$ cat src/rtl/gpio_btn_debounce_if.sv
// Button pad / conditioned-event bundle for gpio_btn_debounce.
// slave: debouncer side (raw in, events out); master: consumer side.
interface gpio_btn_debounce_if #(
    parameter int N_BTN = 3
);
    logic [N_BTN-1:0] btn_raw;
    logic [N_BTN-1:0] btn_level;
    logic [N_BTN-1:0] btn_press;
    logic [N_BTN-1:0] btn_release;
    logic [N_BTN-1:0] btn_long;

    modport master (
        output btn_raw,
        input  btn_level,
        input  btn_press,
        input  btn_release,
        input  btn_long
    );

    modport slave (
        input  btn_raw,
        output btn_level,
        output btn_press,
        output btn_release,
        output btn_long
    );
endinterface

$ cat src/rtl/gpio_btn_debounce.sv
// Push-button conditioner: per channel 2-flop sync, debounce, polarity
// normalise; emits level plus 1-cycle press/release/long-press pulses.
// Ports: clk, rst_n (async active-low), btn (slave: btn_raw in; level,
// press, release, long out, all N_BTN wide and registered).
module gpio_btn_debounce #(
    parameter int N_BTN           = 3,
    parameter int ACTIVE_LOW      = 1,
    parameter int CNT_W           = 20,
    parameter int DEBOUNCE_CYCLES = 500000,
    parameter int LONG_W          = 26,
    parameter int LONG_CYCLES     = 50000000
) (
    input  logic               clk,
    input  logic               rst_n,
    gpio_btn_debounce_if.slave btn
);
    localparam logic [N_BTN-1:0] REL =
        {N_BTN{ACTIVE_LOW != 0}};
    localparam logic [CNT_W-1:0] DB_TERM =
        CNT_W'(DEBOUNCE_CYCLES - 1);
    localparam logic [LONG_W-1:0] LG_TERM =
        LONG_W'(LONG_CYCLES - 1);

    logic [N_BTN-1:0] sync1;
    logic [N_BTN-1:0] sync2;
    logic [N_BTN-1:0] sync_n;
    logic [N_BTN-1:0] stable;
    logic [N_BTN-1:0] press_q;
    logic [N_BTN-1:0] rel_q;
    logic [N_BTN-1:0] long_q;

    // Synchroniser resets to the released pin level so that
    // reset never looks like a press.
    always_ff @(posedge clk or negedge rst_n) begin
        if (!rst_n) begin
            sync1 <= REL;
            sync2 <= REL;
        end else begin
            sync1 <= btn.btn_raw;
            sync2 <= sync1;
        end
    end

    assign sync_n = sync2 ^ REL;

    for (genvar g = 0; g < N_BTN; g++) begin : g_ch
        logic [CNT_W-1:0]  cnt;
        logic [LONG_W-1:0] hold;
        logic              st;
        logic              pq;
        logic              rq;
        logic              lq;
        logic              fired;
        logic              done;

        // Debounce count completes this cycle: S is about to flip.
        assign done = (sync_n[g] != st) && (cnt == DB_TERM);

        always_ff @(posedge clk or negedge rst_n) begin
            if (!rst_n) begin
                cnt <= '0;
                st  <= 1'b0;
                pq  <= 1'b0;
                rq  <= 1'b0;
            end else begin
                pq <= 1'b0;
                rq <= 1'b0;
                if (sync_n[g] == st) begin
                    cnt <= '0;
                end else if (cnt == DB_TERM) begin
                    cnt <= '0;
                    st  <= sync_n[g];
                    pq  <= sync_n[g];
                    rq  <= ~sync_n[g];
                end else begin
                    cnt <= cnt + 1'b1;
                end
            end
        end

        // A flip in either direction clears the hold counter; a
        // release on the long-fire cycle suppresses the long pulse.
        always_ff @(posedge clk or negedge rst_n) begin
            if (!rst_n) begin
                hold  <= '0;
                fired <= 1'b0;
                lq    <= 1'b0;
            end else begin
                lq <= 1'b0;
                if (done) begin
                    hold  <= '0;
                    fired <= 1'b0;
                end else if (st && !fired) begin
                    if (hold == LG_TERM) begin
                        lq    <= 1'b1;
                        fired <= 1'b1;
                    end else begin
                        hold <= hold + 1'b1;
                    end
                end
            end
        end

        assign stable[g]  = st;
        assign press_q[g] = pq;
        assign rel_q[g]   = rq;
        assign long_q[g]  = lq;
    end

    assign btn.btn_level   = stable;
    assign btn.btn_press   = press_q;
    assign btn.btn_release = rel_q;
    assign btn.btn_long    = long_q;
endmodule

$ cat src/flat_wrapper.sv
// flat-port wrapper written by rule: the top's interface ports become plain ports
module gpio_btn_debounce_flat 
#(
    parameter int N_BTN           = 3,
    parameter int ACTIVE_LOW      = 1,
    parameter int CNT_W           = 20,
    parameter int DEBOUNCE_CYCLES = 500000,
    parameter int LONG_W          = 26,
    parameter int LONG_CYCLES     = 50000000
)
  (clk, rst_n, btn_btn_raw, btn_btn_level, btn_btn_press, btn_btn_release, btn_btn_long);
  gpio_btn_debounce_if #(.N_BTN(N_BTN)) btn_i ();
  input  logic clk;
  input  logic rst_n;
  input wire logic [$bits(btn_i.btn_raw)-1:0] btn_btn_raw;
  output wire logic [$bits(btn_i.btn_level)-1:0] btn_btn_level;
  output wire logic [$bits(btn_i.btn_press)-1:0] btn_btn_press;
  output wire logic [$bits(btn_i.btn_release)-1:0] btn_btn_release;
  output wire logic [$bits(btn_i.btn_long)-1:0] btn_btn_long;
  assign btn_i.btn_raw = btn_btn_raw;
  assign btn_btn_level = btn_i.btn_level;
  assign btn_btn_press = btn_i.btn_press;
  assign btn_btn_release = btn_i.btn_release;
  assign btn_btn_long = btn_i.btn_long;
  gpio_btn_debounce #(.N_BTN(N_BTN), .ACTIVE_LOW(ACTIVE_LOW), .CNT_W(CNT_W), .DEBOUNCE_CYCLES(DEBOUNCE_CYCLES), .LONG_W(LONG_W), .LONG_CYCLES(LONG_CYCLES)) u_core (.clk(clk), .rst_n(rst_n), .btn(btn_i));
endmodule
$ cat config.mk
export PLATFORM = sky130hd
export DESIGN_NAME = gpio_btn_debounce_flat
export DESIGN_NICKNAME = d
export VERILOG_FILES = /design/src/rtl/gpio_btn_debounce_if.sv /design/src/rtl/gpio_btn_debounce.sv /design/src/flat_wrapper.sv
export SDC_FILE = /design/constraint.sdc
export NUM_CORES = 1
export LEC_CHECK = 0
export CAP_MARGIN = 0
export CORE_MARGIN = 5
export CORE_UTILIZATION = 40
export DETAILED_ROUTE_END_ITERATION = 6
export PLACE_DENSITY = 0.65
export SYNTH_ARGS = -nofsm -noshare
export SYNTH_HDL_FRONTEND = slang
export SYNTH_SLANG_ARGS = --single-unit
$ cat constraint.sdc
create_clock -name clk -period 2.7 [get_ports clk]
set_input_delay 0.405 -clock clk [delete_from_list [all_inputs] [get_ports clk]]
set_output_delay 0.405 -clock clk [all_outputs]
set_load 0.01 [all_outputs]
After elaboration in Yosys (flattened, before gate mapping)
Cells that the tools add are included.
Widths: inputs -> output; s select.
- multipliers: 0
- shift-type cells: 0
- divide/modulo/power cells: 0
- bitwise operators: 7
- order comparisons: 0
- multiplexer cells: 45
- equal/unequal tests: 15
- reductions and logical operators: 24
- add/subtract/negate cells: 6
- operator list (operator ; count):
    $mux 26 ; 9
    $mux 20 ; 6
    $add 26x1->26 const B ; 3
    $eq 26x26->1 const B ; 3
    $add 20x1->20 const B ; 3
    $eq 20x19->1 const B ; 3
    $mux 1 ; 30
    $reduce_and 2->1 ; 9
    $reduce_bool 2->1 ; 6
    $logic_and 1x1->1 ; 6
    $ne 2x1->1 const B ; 3
    $not 1->1 ; 6
    $eq 1x1->1 ; 3
    $logic_not 1->1 ; 3
    $ne 1x1->1 ; 3
    $not 3->3 ; 1
- RAM bits: 0
- latch bits: 0
- memories: 0
- register bits: 159
- bits in read-only memories: 0
- word-level logic and storage cells: 120

Depth between registers and ports, before layout
Gate-level depths: netlist of run 1.
- depth in word-level cells: 5
- depth in mapped cells: 9
- depth with buffers taken out: 6

Worst setup path before layout of run 1
No wires, ideal clock.
- kind: register to register
- start point: register u_core.g_ch[0].cnt[0]
- end point: register u_core.g_ch[0].hold[10]
- path slack: 516 ps
- arrival time: 2117 ps
- path buffers: 2
- stages on the path, launching flop included: 9
- cells stage by stage: dfrtp_1 > ha_1 > and3_1 > clkbuf_1 > and3_1 > and2_1 > buf_2 > or4_2 > nand2_1
- word-level cells in the longest chain between the ends: 4
- elaborated cells on any way between the ends: 6
- those cells by class: eq/ne (2); mux (1); reduce/logical (3)
- RTL lines (what ; line ; source):
    start, declared ; gpio_btn_debounce.sv:47 ; logic [CNT_W-1:0] cnt;
    start signal, assigned ; gpio_btn_debounce.sv:76 ; cnt <= cnt + 1'b1;
    $eq 20x19->1 (*) ; gpio_btn_debounce.sv:57 ; assign done = (sync_n[g] != st) && (cnt == DB_TERM);
    $logic_and 1x1->1 (*) ; gpio_btn_debounce.sv:57 ;
    $ne 2x1->1 (no source line) / $reduce_bool 2->1 (equally long branches) ; - ;
    $reduce_and 2->1 (no source line) ; - ;
    end signal, assigned ; gpio_btn_debounce.sv:98 ; hold <= hold + 1'b1;
    end, declared ; gpio_btn_debounce.sv:48 ; logic [LONG_W-1:0] hold;
Mark *: on every way between the ends. The rest lies on a longest branch, timed or not.
A chain may end at the register's enable or synchronous reset.

Worst setup path in the final report of run 1
- start point: register u_core.g_ch[0].hold[10]
- end point: register u_core.g_ch[0].hold[1]
- word-level cells in the longest chain between the ends: 3
- RTL lines (what ; line ; source):
    $eq 26x26->1 ; gpio_btn_debounce.sv:94 ; if (hold == LG_TERM) begin
    $ne 2x1->1 (no source line) ; - ;
    $reduce_and 2->1 (no source line) ; - ;
Every way passes these cells.

==> reports/summary.txt, run 1 <==
status: finished, final reports clean
Reg clk slew, reported paths: 60 ps
overflow left after global routing: 0
DRC marker count from the first detailed-route iteration: 401
vias in the first global route: 5,833
final-report hold violation count: 0
Simple-Gate Fraction of Synth Area: 30.0%
mean number of vias per cell: 5.27
min cycle time layout: 2240 ps
Register-to-Register Path Depth: 5
ys flop type: dfrtp_1
clock skew: 9.59 ps
Via Count: 6,034
area delta synth->final: 13.2%
Final #Nets: 873
worst max-slew margin expressed relative to the limit: 59.7%
post-synth design cell area: 8080 um2
Die Ht: 152 um
initial antenna violation count: 0
clock tree from TritonCTS: yes
largest family of logic cells by synthesized area: simple AND/OR/NAND/NOR gates
Synth cell types: 50
final estimated routing congestion in global placement: 0.843
Detailed Route WL: 15,700 um
number of setup buffers added after CTS: 0
worst hold path stage count: 0
YS warnings: 0
number of rows created at floorplan: 52
Lkg Pwr: 3.87 nW
number of setup violations in the final report: 0
post-synthesis sequential element count: 159
maximum ir drop on the vdd rail: 366 uV
path type of the worst setup path: register to register
Clock Sinks: 159
CP max stage cell: or4_4
xor/xnor cell area share of the yosys netlist: 11.7%
EDFF count, synth: 0
CTS H-tree depth: 4
largest net degree at the start of global routing: 67
share of flip-flops with an asynchronous set or reset: 100%
Die X-Extent: 152 um
data arrival at the endpoint of the critical path: 2540 ps
total power divided by cell area: 550 nW/um2
Antenna Nets Post-Route: 0
Bufs on Longest Clock Path: 2
post-CTS resize count: 0
count of input and output buffers: 16
clock root buffer: clkbuf_16
compound-gate portion of the synthesized area: 4.52%
crit path capture type: register
global-route wire length before repair: 28,000 um
post-synthesis mux area share: 0.248%
met1 layer wirelength in the final routing: 7890 um
number of standard cells after synthesis: 845
hold buffer count at CTS: 1
Crit path largest cell delay: 560 ps
Setup TNS Final: 0 ps
highest layer used for signal routing: met4
Critical Path RT: 3000 ps
amount of wire on met2 after detailed routing: 7240 um
worst path cell trace: or4_1, or4_4, o21ai_4, mux2i_1, nor2_2
highest-count cells in the layout ignoring fill and taps: dfrtp_1, nor2_1, xor2_1, nand2_1, nand4_1
RSZ-0062 raised after global routing: false
Initial Utilization: 40.3%
TritonRoute pass-1 iters: 5
Avg Cell Area, Syn: 9.56 um2
number of buffers created by CTS: 17
most common cell after layout, fill and taps aside: dfrtp_1
sequential share of the synthesized area: 49.3%
nets in the synthesized netlist: 856
residual DRC count: 0
fraction of final layout cells with drive strength greater than 1: 7.77%
post-DR wirelength/cell: 13.7 um
placeable core region: 20,000 um2
timing-limited maximum frequency: 446 MHz
Met3 Wirelength: 426 um
DP HPWL: 10,500 um
# diodes: 0
Slew @ Worst Pin: 605 ps
total cell area at the placement stage: 8520 um2
Max Slew Vio Count: 0
cell area after layout: 9140 um2
min-delay worst type: register to register
maximum fanout encountered on the critical timing path: 10
die footprint: 23,100 um2
clock latency on the worst-skew pair: 420 ps
arithmetic-cell share of the synthesized area counting full adders, half adders and majority gates: 0.929%
Startpoint Class: register
number of maximum-capacitance constraint violations: 0
Global Route Usage Sum: 14.2%
Top-Level Pins: 17
fraction of the cycle the final worst path needs: 83.0%
[report_power, final]
part	leakage, nW	total [mW]	internal, mW	switching (mW)
Sequential	2.19	2.42	2.40	0.0145
Combinational	1.38	0.0963	0.0253	0.0710
Clock	0.297	2.52	1.57	0.948
Total	3.87	5.03	3.99	1.03
[area by class of cell]
class | count | area, um2
clock inverter | 11 | 164
inverter | 13 | 48.8
fill | 1941 | 10900
timing repair buffer | 36 | 327
sequential | 159 | 3990
tap | 270 | 338
multi-input combinational | 635 | 3830
clock buffer | 21 | 450
[per-layer routing]
layer	track usage, %	vias to the layer above
li1	-	3017
met2	22.3	72
met1	19.5	2933
met5	0	-
met4	3.47	0
met3	3.84	12
[synth_stat cells (14+ instances only)]
library cell | number | area share (%)
nand3_1 | 49 | 3.0
o21ai_0 | 17 | 1.1
xor2_1 | 67 | 7.3
nor4_1 | 14 | 1.1
or3_1 | 15 | 1.2
dfrtp_1 | 153 | 47
a21oi_1 | 21 | 1.3
nand4_1 | 54 | 4.2
nand2_1 | 56 | 2.6
and3_1 | 27 | 2.1
xnor2_1 | 41 | 4.4
and4_1 | 15 | 1.6
nor3_1 | 26 | 1.6
nor2_1 | 145 | 6.7
[worst max-delay path: cells and delay by family (launching register included)]
kind | cells | cell delay, ps
flip-flops | 1 | 420
AO/OA/AOI/OAI | 1 | 290
multiplexers | 1 | 260
AND/OR/NAND/NOR | 3 | 1150
[logic make-up after synthesis]
family	count (synthesis)
AO/OA/AOI/OAI	61
XOR/XNOR	108
adder cells (fa/ha/maj)	6
buffers and inverters	51
flip-flops	159
multiplexers	2
AND/OR/NAND/NOR	458
[sequential cells by signal (all words and copies together), names as in the netlist]
| signal | flops |
|---|---|
| u_core.g_ch.rq | 3 |
| u_core.g_ch.lq | 3 |
| u_core.g_ch.cnt | 60 |
| u_core.sync1 | 3 |
| u_core.g_ch.fired | 3 |
| u_core.sync2 | 3 |
| u_core.g_ch.st | 3 |
| u_core.g_ch.hold | 78 |
| u_core.g_ch.pq | 3 |
[stage by stage]
stage	hold WS, ps	power [mW]	instances	utilization [%]	setup WS (ps)
detailed placement	350	2.56	1112	42.5	468
CTS	358	5.10	1145	45.6	453
floorplan	109	2.49	845	-	516
finish	357	5.03	1145	45.6	458
global route	360	5.24	1145	45.6	300
global placement	347	2.56	1112	42.5	475
[final timing paths]
| kind | from | endpoint | slack, ps |
|---|---|---|---|
| worst max-delay path | u_core.g_ch[0].hold[10] | u_core.g_ch[0].hold[1] | 460 |
| worst min-delay path | u_core.sync1[0] | u_core.sync2[0] | 360 |
| worst max register to register | u_core.g_ch[0].hold[10] | u_core.g_ch[0].hold[1] | 460 |
| worst min register to register | u_core.sync1[0] | u_core.sync2[0] | 360 |
| max in group asynchronous | rst_n | u_core.sync1[0] | 1350 |
| min in group asynchronous | rst_n | u_core.g_ch[2].hold[5] | 540 |
Note: power is estimated with default switching activity, not from simulation.
==> run 2: changes to the inputs <==
- PLACE_DENSITY: 0.65 -> 0.67
- clock period: 2.7 -> 2.02 ns (I/O delays scaled with it)
==> run 2 against run 1 <==
The flow now finishes with violations (negative setup slack). Clock power grew 27%. Design area up 5.9%. Sequential power increased by 33%. Utilization increased by 2.7 points. Power increased by 31%. Register-to-register slack worse by 530 ps. Via count is 4.0% higher. First-iteration DRC count is 28% lower. Critical path depth unchanged. Non-clock buffer count is 56 higher. Largest cell class unchanged. Highest routed layer unchanged.
==> reports/summary.txt, run 2 (synthesis gave the netlist of run 1 again) <==
status: complete, but fails checks
violations in the final reports: negative setup slack
number of maximum-capacitance constraint violations: 0 (unchanged)
Max Slew Vio Count: 0 (unchanged)
fillcell total: 1,899 (-2.2%)
Final #Nets: 930 (+6.5%)
Detailed Route WL: 16,500 um (+4.8%)
CP max stage cell: or4_4
crit path capture type: register
Crit path largest cell delay: 580 ps (+20 ps)
first element of the critical path: u_core.g_ch[0].hold[11]
Bufs on Longest Clock Path: 2 (unchanged)
number of buffers created by CTS: 17 (unchanged)
Die X-Extent: 152 um (unchanged)
Register-to-Register Path Depth: 5 (unchanged)
post-DR wirelength/cell: 13.7 um (-0.13%)
number of standard cells in the final layout excluding fillers: 1,202 (+5.0%)
R2R Path End: u_core.g_ch[0].hold[0]
Die Ht: 152 um (unchanged)
overflow left after global routing: 0 (unchanged)
global-route wire length before repair: 29,200 um (+4.1%)
clock skew: 10.6 ps (+0.973 ps)
mean number of vias per cell: 5.22 (-0.95%)
worst hold-check slack: 281 ps (-76.2 ps)
area delta synth->final: 19.9%
utilization after layout: 48.3% (+2.7 points)
FF-to-FF setup slack: -70 ps (-530 ps)
Met3 Wirelength: 446 um (+4.7%)
most common cell after layout, fill and taps aside: dfrtp_1
fraction of the cycle the final worst path needs: 104% (+20 points)
final-report hold violation count: 0 (unchanged)
fraction of final layout cells with drive strength greater than 1: 15.6% (+7.8 points)
# placed instances: 1,163 (+4.6%)
vias in the first global route: 6,142 (+5.3%)
RSZ-0062 raised after global routing: true
Antenna Nets Post-Route: 0 (unchanged)
placeable core region: 20,000 um2 (unchanged)
number of gates on the worst path with buffers counted: 5 (unchanged)
Startpoint Class: register
combined buffer and inverter count along the critical path: 0 (unchanged)
initial antenna violation count: 0 (unchanged)
number of rows created at floorplan: 52 (unchanged)
DRC marker count from the first detailed-route iteration: 287 (-28%)
Setup TNS Final: -269 ps (-269 ps)
largest net degree at the start of global routing: 54 (-19%)
TritonRoute pass-1 iters: 5 (unchanged)
highest layer used for signal routing: met4
met1 layer wirelength in the final routing: 7900 um (+0.10%)
flip-flop count of the largest register after layout: 78 (unchanged)
Global Route Usage Sum: 14.8% (+0.63 points)
Reg clk slew, reported paths: 70 ps (about the same)
# diodes: 0 (unchanged)
number of setup violations in the final report: 5 (+5)
clock latency on the worst-skew pair: 430 ps (about the same)
Initial Utilization: 40.3% (unchanged)
hold path startpoint: btn_btn_raw[1]
crit-path leading delay family: simple AND/OR/NAND/NOR gates
worst max-slew margin expressed relative to the limit: 65.9% (+6.3 points)
count of input and output buffers: 16 (unchanged)
maximum fanout encountered on the critical timing path: 5 (-5)
min cycle time layout: 2090 ps (-151 ps)
worst path cell trace: or4_4, or4_4, o21ai_2, xor2_1, nor2_1
largest registers in the final layout: u_core.g_ch.hold: 78 flops, u_core.g_ch.cnt: 60 flops
most flop-heavy register: u_core.g_ch.hold
worst setup slack after layout: -71.2 ps (-529 ps)
path type of the worst setup path: register to register
startpoint of the lowest-slack register-to-register path: u_core.g_ch[0].hold[11]
residual DRC count: 0 (unchanged)
final estimated routing congestion in global placement: 0.832 (-1.3%)
CTS H-tree depth: 4 (unchanged)
destination of the critical timing path: u_core.g_ch[0].hold[0]
Critical Path RT: 2330 ps (-670 ps)
maximum ir drop on the vdd rail: 540 uV (+48%)
min-delay worst type: input pin to register
critical path's most frequent cell: or4_4
Slew @ Worst Pin: 511 ps (-93.8 ps)
data arrival at the endpoint of the critical path: 2400 ps (-140 ps)
timing-limited maximum frequency: 478 MHz (+7.2%)
Clock Sinks: 159 (unchanged)
DP HPWL: 11,200 um (+5.9%)
Via Count: 6,274 (+4.0%)
clock tree from TritonCTS: yes
die footprint: 23,100 um2 (unchanged)
Lkg Pwr: 4.16 nW (+7.5%)
total power divided by cell area: 680 nW/um2 (+24%)
clock root buffer: clkbuf_16
amount of wire on met2 after detailed routing: 7930 um (+9.6%)
highest-count cells in the layout ignoring fill and taps: dfrtp_1, nor2_1, xor2_1, buf_4, nand2_1
Top-Level Pins: 17 (unchanged)
run 2: cell types whose count changed in the layout (fill, tap and decap cells not counted), sizes merged:
cell,delta
inv,+1
o21ai,+1
buf,+55
clkbuf,+3
clkinv,-2
bufinv,-2
clkinvlp,+1
run 2: repair_timing:
| action | 4_1_cts | 5_1_grt |
|---|---|---|
| buffers inserted | 1 | 3 |
| resized for setup | 1 | 16 |
| cloned | 1 | 1 |
| pin swaps | 2 | 7 |
| endpoints found under the setup margin | 7 | 59 |
| hold endpoints to repair | 46 | 0 |
| hold buffers | 1 | 0 |
run 2: worst min-delay path by stage:
stage                            end  slack, ps  depth (start not counted)
6_report             u_core.sync1[1]        280                          1
4_1_cts              u_core.sync1[1]        270                          1
3_5_place_dp   u_core.g_ch[0].cnt[1]        300                          1
5_1_grt              u_core.sync1[1]        260                          1
3_3_place_gp   u_core.g_ch[0].cnt[9]        300                          1
2_1_floorplan  u_core.g_ch[0].cnt[0]          7                          0
run 2: area by class of cell:
type	instances	area (um2)	area share, %
clock buffer	23	478	4.93
clock inverter	9	110	1.14
inverter	13	48.8	0.504
multi-input combinational	636	3910	40.4
sequential	159	3990	41.2
tap	270	338	3.49
timing repair buffer	92	813	8.40
run 2: worst register-to-register path, stage by stage, from the launching register on:
cell	delay, ps
dfrtp_1	380
or4_4	540
or4_4	580
o21ai_2	260
xor2_1	170
nor2_1	50
run 2: metal layers:
metal	vias to the layer above	track usage, %
li1	3126	-
met3	17	4.01
met4	0	3.81
met1	3058	20.5
met2	73	23.1
met5	-	0
run 2: per-stage QoR:
stage	setup slack [ps]	total power [mW]	area (um2)
4_1_cts	-84.8	6.66	9610
6_report	-71.2	6.58	9690
5_1_grt	-136	6.84	9690
2_1_floorplan	-56.7	3.33	8120
3_5_place_dp	-162	3.44	8990
3_3_place_gp	-122	3.44	8990
run 2: report_power, final:
group | leakage (nW) | switching (mW) | internal (mW) | total [mW]
sequential | 2.19 | 0.0199 | 3.21 | 3.23
clock | 0.280 | 1.29 | 1.92 | 3.21
combinational | 1.69 | 0.0990 | 0.0467 | 0.146
total | 4.16 | 1.41 | 5.18 | 6.58
==> run 3: changes to the inputs <==
- CORE_UTILIZATION: 40 -> 35
- PLACE_DENSITY: 0.67 -> 0.62
- TNS_END_PERCENT: default -> 20
- clock period: 2.02 -> 1.8 ns (I/O delays scaled with it)
==> run 3 against run 2 <==
The flow still finishes with violations (negative setup slack). Combinational power grew 38%. Global-route usage shrank 0.46 points. Critical endpoint is now u_core.g_ch[0].hold[1]. Setup slack lost 230 ps. Non-clock buffer count grew 94. Clock skew grew 2.9 ps. Highest routed layer unchanged. Design area grew 12%. Worst hold slack lost 30 ps.
==> reports/summary.txt, run 3 (synthesis gave the netlist of run 1 again) <==
status: complete, but fails checks
violations in the final reports: negative setup slack
first element of the critical path: u_core.g_ch[0].hold[8]
Global Route Usage Sum: 14.3% (-0.46 points)
# diodes: 0 (unchanged)
number of standard cells in the final layout excluding fillers: 1,313 (+9.2%)
final estimated routing congestion in global placement: 0.809 (-2.8%)
residual DRC count: 0 (unchanged)
overall power consumption: 7.56 mW (+15%)
largest net degree at the start of global routing: 53 (-1.9%)
Max Slew Vio Count: 0 (unchanged)
data arrival at the endpoint of the critical path: 2420 ps (+20 ps)
Bufs on Longest Clock Path: 2 (unchanged)
initial antenna violation count: 0 (unchanged)
fraction of the cycle the final worst path needs: 117% (+13 points)
combined buffer and inverter count along the critical path: 0 (unchanged)
Final #Nets: 1,026 (+10%)
crit path capture type: register
worst setup slack after layout: -297 ps (-226 ps)
number of setup violations in the final report: 30 (+25)
clock tree from TritonCTS: yes
total power divided by cell area: 697 nW/um2 (+2.5%)
maximum fanout encountered on the critical timing path: 5 (unchanged)
most flop-heavy register: u_core.g_ch.hold
Critical Path RT: 2120 ps (-210 ps)
min cycle time layout: 2100 ps (+5.79 ps)
min-delay worst type: input pin to register
global-route wire length before repair: 31,600 um (+8.5%)
mean number of vias per cell: 5.14 (-1.5%)
Lkg Pwr: 4.87 nW (+17%)
RSZ-0062 raised after global routing: true
Initial Utilization: 35.6% (-4.7 points)
Reg clk slew, reported paths: 70 ps (about the same)
Via Count: 6,752 (+7.6%)
die footprint: 26,200 um2 (+13%)
overflow left after global routing: 0 (unchanged)
TritonRoute pass-1 iters: 7 (+2)
Die Ht: 162 um (+6.5%)
fillcell total: 2,073 (+9.2%)
largest registers in the final layout: u_core.g_ch.hold: 78 flops, u_core.g_ch.cnt: 60 flops
Top-Level Pins: 17 (unchanged)
Die X-Extent: 162 um (+6.5%)
total cell area at the placement stage: 9720 um2 (+8.1%)
area delta synth->final: 34.3%
number of buffers created by CTS: 17 (unchanged)
Clock Sinks: 159 (unchanged)
flip-flop count of the largest register after layout: 78 (unchanged)
clock root buffer: clkbuf_16
Detailed Route WL: 18,600 um (+13%)
Crit path largest cell delay: 570 ps (about the same)
path type of the worst setup path: register to register
placeable core region: 22,700 um2 (+13%)
hold path startpoint: btn_btn_raw[0]
vias in the first global route: 6,816 (+11%)
maximum ir drop on the vdd rail: 572 uV (+5.9%)
number of maximum-capacitance constraint violations: 0 (unchanged)
fraction of final layout cells with drive strength greater than 1: 28.0% (+12 points)
count of input and output buffers: 16 (unchanged)
Setup TNS Final: -3340 ps (-3070 ps)
crit-path leading delay family: simple AND/OR/NAND/NOR gates
CTS H-tree depth: 4 (unchanged)
clock latency on the worst-skew pair: 430 ps (about the same)
most common cell after layout, fill and taps aside: dfrtp_1
cell area after layout: 10,800 um2 (+12%)
number of rows created at floorplan: 55 (+5.8%)
final-report hold violation count: 0 (unchanged)
CP max stage cell: or4b_4
Startpoint Class: register
worst path cell trace: or4b_4, or4_4, o21ai_4, mux2i_1, nor2_2
timing-limited maximum frequency: 477 MHz (-0.28%)
highest-count cells in the layout ignoring fill and taps: dfrtp_1, buf_4, nor2_1, xor2_1, nand4_1
worst max-slew margin expressed relative to the limit: 64.2% (-1.7 points)
post-DR wirelength/cell: 14.1 um (+3.1%)
clock skew: 13.5 ps (+2.95 ps)
Antenna Nets Post-Route: 0 (unchanged)
DP HPWL: 12,200 um (+9.1%)
DRC marker count from the first detailed-route iteration: 263 (-8.4%)
startpoint of the lowest-slack register-to-register path: u_core.g_ch[0].hold[8]
# placed instances: 1,265 (+8.8%)
Slew @ Worst Pin: 533 ps (+22.1 ps)
run 3: cell count changes in the layout (fill, tap and decap cells not counted), sizes merged, moves of 2 or more:
cell,before,now
buf,75,170
clkbuf,24,20
clkdlybuf4s50,15,12
clkinvlp,3,1
dlymetal6s2s,0,3
inv,14,17
run 3: routing by layer:
metal | global-route usage [%] | wire length [um] | part of all wire (%) | vias up
li1 | - | - | - | 3338
met1 | 19.1 | 8600 | 46 | 3302
met2 | 23.5 | 9210 | 50 | 98
met3 | 3.10 | 521 | 2.8 | 14
met4 | 4.50 | 210 | 1.1 | 0
met5 | 0 | 0 | 0 | -
run 3: worst reg2reg max path, stage by stage (launching register included):
cell	delay, ps
dfrtp_1	380
or4b_4	570
or4_4	550
o21ai_4	220
mux2i_1	240
nor2_2	40
run 3: worst paths after layout:
path / cells after the start / slack [ps] / endpoint
worst max-delay path: 5 / -300 / u_core.g_ch[0].hold[1]
worst min-delay path: 1 / 250 / u_core.sync1[0]
worst max register to register: 5 / -300 / u_core.g_ch[0].hold[1]
worst min register to register: 0 / 360 / u_core.sync2[1]
max in group asynchronous: 3 / 880 / u_core.sync2[0]
min in group asynchronous: 2 / 310 / u_core.g_ch[1].hold[5]
run 3: where the power goes:
group | total [mW] | leakage [nW] | internal (mW) | switching [mW]
clock | 3.74 | 0.297 | 2.24 | 1.50
combinational | 0.202 | 2.38 | 0.0787 | 0.124
sequential | 3.62 | 2.19 | 3.60 | 0.0178
total | 7.56 | 4.87 | 5.92 | 1.64
run 3: area by class of cell:
cell class              instances  area (um2)  area share, %
clock inverters                12         159           1.46
flip-flops and latches        159        3990           36.7
inverters                      13        48.8          0.450
repair buffers                186        1600           14.7
multi-input cells             638        4250           39.2
well taps                     285         357           3.29
clock buffers                  20         447           4.12
run 3: what timing repair did:
item	4_1_cts	5_1_grt
endpoints found under the hold margin	26	0
hold buffers	1	0
pin swaps	19	31
gates cloned	3	1
resized for setup	22	65
setup buffers	3	8
endpoints found under the setup margin	89	113
run 3: per-stage QoR:
stage          utilization [%]  hold WS, ps  worst slack [ps]
5_1_grt                   47.8          236              -373
2_1_floorplan                -        -25.6              -275
3_5_place_dp              42.8          197              -375
3_3_place_gp              42.8          193              -332
4_1_cts                   46.1          231              -330
6_report                  47.8          251              -297
